File: config.mk
export PLATFORM = sky130hd
export DESIGN_NAME = q2_sequencer
export DESIGN_NICKNAME = d
export VERILOG_FILES = /design/src/rtl/q2_sequencer.sv
export SDC_FILE = /design/constraint.sdc
export NUM_CORES = 1
export LEC_CHECK = 0
export ABC_AREA = 1
export BUFFER_PORTS_ARGS = -buffer_cell sky130_fd_sc_hd__buf_2
export CELL_PAD_IN_SITES_DETAIL_PLACEMENT = 0
export CELL_PAD_IN_SITES_GLOBAL_PLACEMENT = 1
export CORE_MARGIN = 1
export CORE_UTILIZATION = 35
export DETAILED_ROUTE_END_ITERATION = 16
export GPL_ROUTABILITY_DRIVEN = 0
export PLACE_DENSITY = 0.77
export SLEW_MARGIN = 20
export SYNTH_ARGS = -nofsm -noshare
export SYNTH_HDL_FRONTEND = slang
export SYNTH_SLANG_ARGS = --single-unit
export TNS_END_PERCENT = 50
File: constraint.sdc
create_clock -name clk -period 4 [get_ports clk]
set_input_delay 1 -clock clk [delete_from_list [all_inputs] [get_ports clk]]
set_output_delay 1 -clock clk [all_outputs]
set_load 0.01 [all_outputs]
File: src/rtl/q2_sequencer.sv
// Two-phase instruction sequencer: each state spends one settle clock (ws=0) and
// one write clock (ws=1), with run/step halt control parked in FETCH.
module q2_sequencer (
   input  logic clk,
   input  logic rst,
   input  logic run,
   input  logic step,
   input  logic deref,
   input  logic o0,
   input  logic o1,
   input  logic o2,
   output logic s0,
   output logic s1,
   output logic s2,
   output logic s3,
   output logic ws,
   output logic halted,
   output logic alu_last
);

   typedef enum logic [3:0] {
      FETCH = 4'd0,  DEREF = 4'd1,  LOAD = 4'd2,  EXEC = 4'd3,
      ALU0  = 4'd4,  ALU1  = 4'd5,  ALU2 = 4'd6,  ALU3 = 4'd7,
      ALU4  = 4'd8,  ALU5  = 4'd9,  ALU6 = 4'd10, ALU7 = 4'd11
   } state_e;

   logic [3:0] state_q, state_d, succ;
   logic       ws_q, ws_d;
   logic       halted_q, halted_d;
   logic       pend_q, pend_d;
   logic       alu_op;

   assign alu_op = o2 & (o0 | o1);

   // Successor of the current state, used only on the edge ending ws=1.
   always_comb begin
      succ = FETCH;
      case (state_q)
         FETCH:   succ = deref ? DEREF : LOAD;
         DEREF:   succ = LOAD;
         LOAD:    succ = EXEC;
         EXEC:    succ = alu_op ? ALU0 : FETCH;
         ALU0, ALU1, ALU2, ALU3, ALU4, ALU5, ALU6:
                  succ = state_q + 4'd1;
         default: succ = FETCH;
      endcase
   end

   always_comb begin
      state_d  = state_q;
      ws_d     = ws_q;
      halted_d = halted_q;
      pend_d   = pend_q;
      if (state_q > ALU7) begin
         state_d  = FETCH;
         ws_d     = 1'b0;
         halted_d = ~run & ~pend_q;
      end else if (halted_q) begin
         if (step)
            pend_d = 1'b1;
         if (run | step | pend_q)
            halted_d = 1'b0;
      end else if (!ws_q) begin
         ws_d = 1'b1;
      end else begin
         ws_d    = 1'b0;
         state_d = succ;
         if (state_q == FETCH)
            pend_d = 1'b0;
         // Entering FETCH is the only point where a dropped run takes effect.
         if (succ == FETCH)
            halted_d = ~run;
      end
   end

   always_ff @(posedge clk) begin
      if (rst) begin
         state_q  <= FETCH;
         ws_q     <= 1'b0;
         halted_q <= 1'b1;
         pend_q   <= 1'b0;
      end else begin
         state_q  <= state_d;
         ws_q     <= ws_d;
         halted_q <= halted_d;
         pend_q   <= pend_d;
      end
   end

   assign {s3, s2, s1, s0} = state_q;
   assign ws               = ws_q;
   assign halted           = halted_q;
   assign alu_last         = (state_q == ALU7);

endmodule

==> summary.md <==
| Metric | Value |
|---|---|
| Outcome | `complete, no violations` |
| Remaining DRCs | `0` |
| Fin crit share | `55.51%` |
| Vias in the first global route | `415` |
| Number of port buffers | `14` |
| Mapped Cells | `82` |
| Initial antenna violation count | `0` |
| CTS tree | `yes` |
| # IOs | `15` |
| MaxCap Viol Count | `0` |
| Die width | `40.66 um` |
| Setup crit start kind | `flop` |
| Congestion Overflow GR | `0` |
| Final setup vio count | `0` |
| Cts repair resizes | `0` |
| Netlist Area Pre-Place | `523.0 um^2` |
| CP arrival | `1.22 ns` |
| Maximum resistive drop on vdd | `0.1566 mV` |
| Synth Warn # | `0` |
| Net Count, Synth | `95` |
| RSZ-0062 raised after global routing | `no` |
| Seq/Total Area, Yosys | `26.79%` |
| Slew Limit Fails | `0` |
| Largest net degree at the start of global routing | `9` |
| FF+latch count, synth | `7` |
| Initial core utilization | `38.74%` |
| CTS Sinks | `7` |
| Setup bufs post-CTS | `0` |
| DR vias/cell | `4.798` |
| Num CTS Buffers | `3` |
| Final Critical Period | `2.220 ns` |
| Total GRT Usage | `15.78%` |
| Antenna-violating nets left | `0` |
| Synthesis-to-finish area growth | `19.86%` |
| Pwr/cell area | `321.6 nW/um^2` |
| CTS H-tree lvls | `1` |
| DR iter-0 viols | `4` |
| Lkg Pwr | `0.3653 nW` |
| First-pass GRT wire length | `1662 um` |
| Pwr Total | `0.2016 mW` |
| DR vias | `547` |
| Share of cells above drive strength 1 | `23.23%` |
| Layout Nets | `113` |
| Worst clock skew | `0.0003292 ns` |
| Final Hold Vio Count | `0` |
| Fmax | `450.4 MHz` |
| Die height | `40.66 um` |
| Critical Path Fanout Max | `7` |
| Hold-fix buffers, CTS | `0` |
| WHS Path Cells | `2` |
| R2R cell count | `10` |
| Detailed placement HPWL | `877.8 um` |
| Critical path type | `flop to output port` |
| Row count | `13` |
| Required @ worst endpoint | `3.00 ns` |
| Core area | `1350 um^2` |
| Worst skew pair latency | `0.25 ns` |
| Post-Route WL | `1095 um` |
| Worst relative slew slack | `79.50%` |
| Pre-CTS setup slack | `2.041 ns` |
| Syn_area_per_cell | `6.378 um^2` |
| Clock buffer depth | `2` |
| Worst slew pin tran | `0.3071 ns` |
| Worst-path clk slew | `0.05 ns` |
| Hold Crit Class | `flop to flop` |
| Post-route setup TNS | `0 ns` |
| PnR worst setup slack | `1.780 ns` |
| Yosys cell types | `17` |
| DR WL/cell | `9.605 um` |
| CTS root buf | `clkbuf_4` |
| Initial DRT Pass Iterations | `3` |
| Die area | `1653 um^2` |
| Worst Setup End Kind | `output port` |
| Ant. Diodes | `0` |
-- stage by stage --
stage	cells	hold WS [ns]	area [um^2]	util (%)
after global routing	114	0.5177	626.9	46.43
after global placement	110	0.4661	600.6	44.49
after floorplan	82	0.4439	523.0	-
after detailed placement	110	0.4703	600.6	44.49
after CTS	114	0.4807	626.9	46.43
final	114	0.4738	626.9	46.43
-- cell families after synthesis --
| family | after synthesis | share of synthesized area [%] |
|---|---|---|
| simple gates | 39 | 32.30 |
| buf+inv | 14 | 11.48 |
| xor+xnor | 1 | 1.675 |
| flops | 7 | 26.79 |
| fa+ha+maj | 5 | 11.96 |
| compound gates | 16 | 15.79 |
-- worst max-delay path: stages (launching register included) --
cell     delay (ns)
dfxtp_1        0.43
ha_1           0.26
and3_1         0.16
buf_2          0.12
-- cells in the mapped netlist --
cell type	n	area, um^2
inv_1	12	45.04
a21oi_1	6	30.03
o21ai_0	6	30.03
nand2_2	3	18.77
buf_6	1	11.26
nor2_1	9	33.78
o21ai_1	3	15.01
xor2_1	1	8.760
inv_2	1	3.750
dfxtp_1	7	140.1
nand3_1	4	20.02
o21a_1	1	7.510
nand2_1	19	71.32
nand4_1	1	6.260
ha_1	5	62.56
and3_1	1	6.260
nor2_2	2	12.51
-- metal layers --
layer | global-route usage [%] | wire, um
met1 | 20.60 | 601
met3 | 6.522 | 36
met5 | 0 | 0
met2 | 23.41 | 457
met4 | 5.000 | 0
-- cell usage in the layout, fill, tap and decap left out, types with 2 or more instances in the layout --
cell	synthesis	routed
dfxtp_1	7	7
a21oi_1	6	6
nand2_2	3	3
o21ai_1	3	3
nor2_1	9	9
nand2_1	19	19
nor2_2	2	2
ha_1	5	5
buf_2	0	14
inv_1	12	12
nand3_1	4	4
o21ai_0	6	6
clkbuf_4	0	3
-- sequential cells by signal, summed over array words and instances, names as in the netlist --
signal	count
halted	1
state_q	4
ws	1
pend_q	1
-- power breakdown --
part | switching [mW] | internal [mW]
sequential | 0.00702 | 0.0755
clock | 0.0277 | 0.0382
combinational | 0.0323 | 0.0210
-- final cells by class --
type                    instances  area (um^2)
fillers                       147        723.2
multi-input cells              61        322.8
flip-flops and latches          7        140.1
repair buffers                 14        70.07
inverters                      13        48.80
clock buffers                   4        26.28
well taps                      15        18.77
-- final timing paths --
check	endpoint	slack [ns]	from
setup / recovery	alu_last	1.78	state_q[1]$_SDFFE_PP0P_
hold / removal	pend_q$_SDFFE_PP0P_	0.47	pend_q$_SDFFE_PP0P_
setup reg to reg	state_q[2]$_SDFFE_PP0P_	2.41	state_q[0]$_SDFFE_PP0P_
hold reg to reg	pend_q$_SDFFE_PP0P_	0.47	pend_q$_SDFFE_PP0P_
No activity file was read; power rests on OpenSTA's default activity.
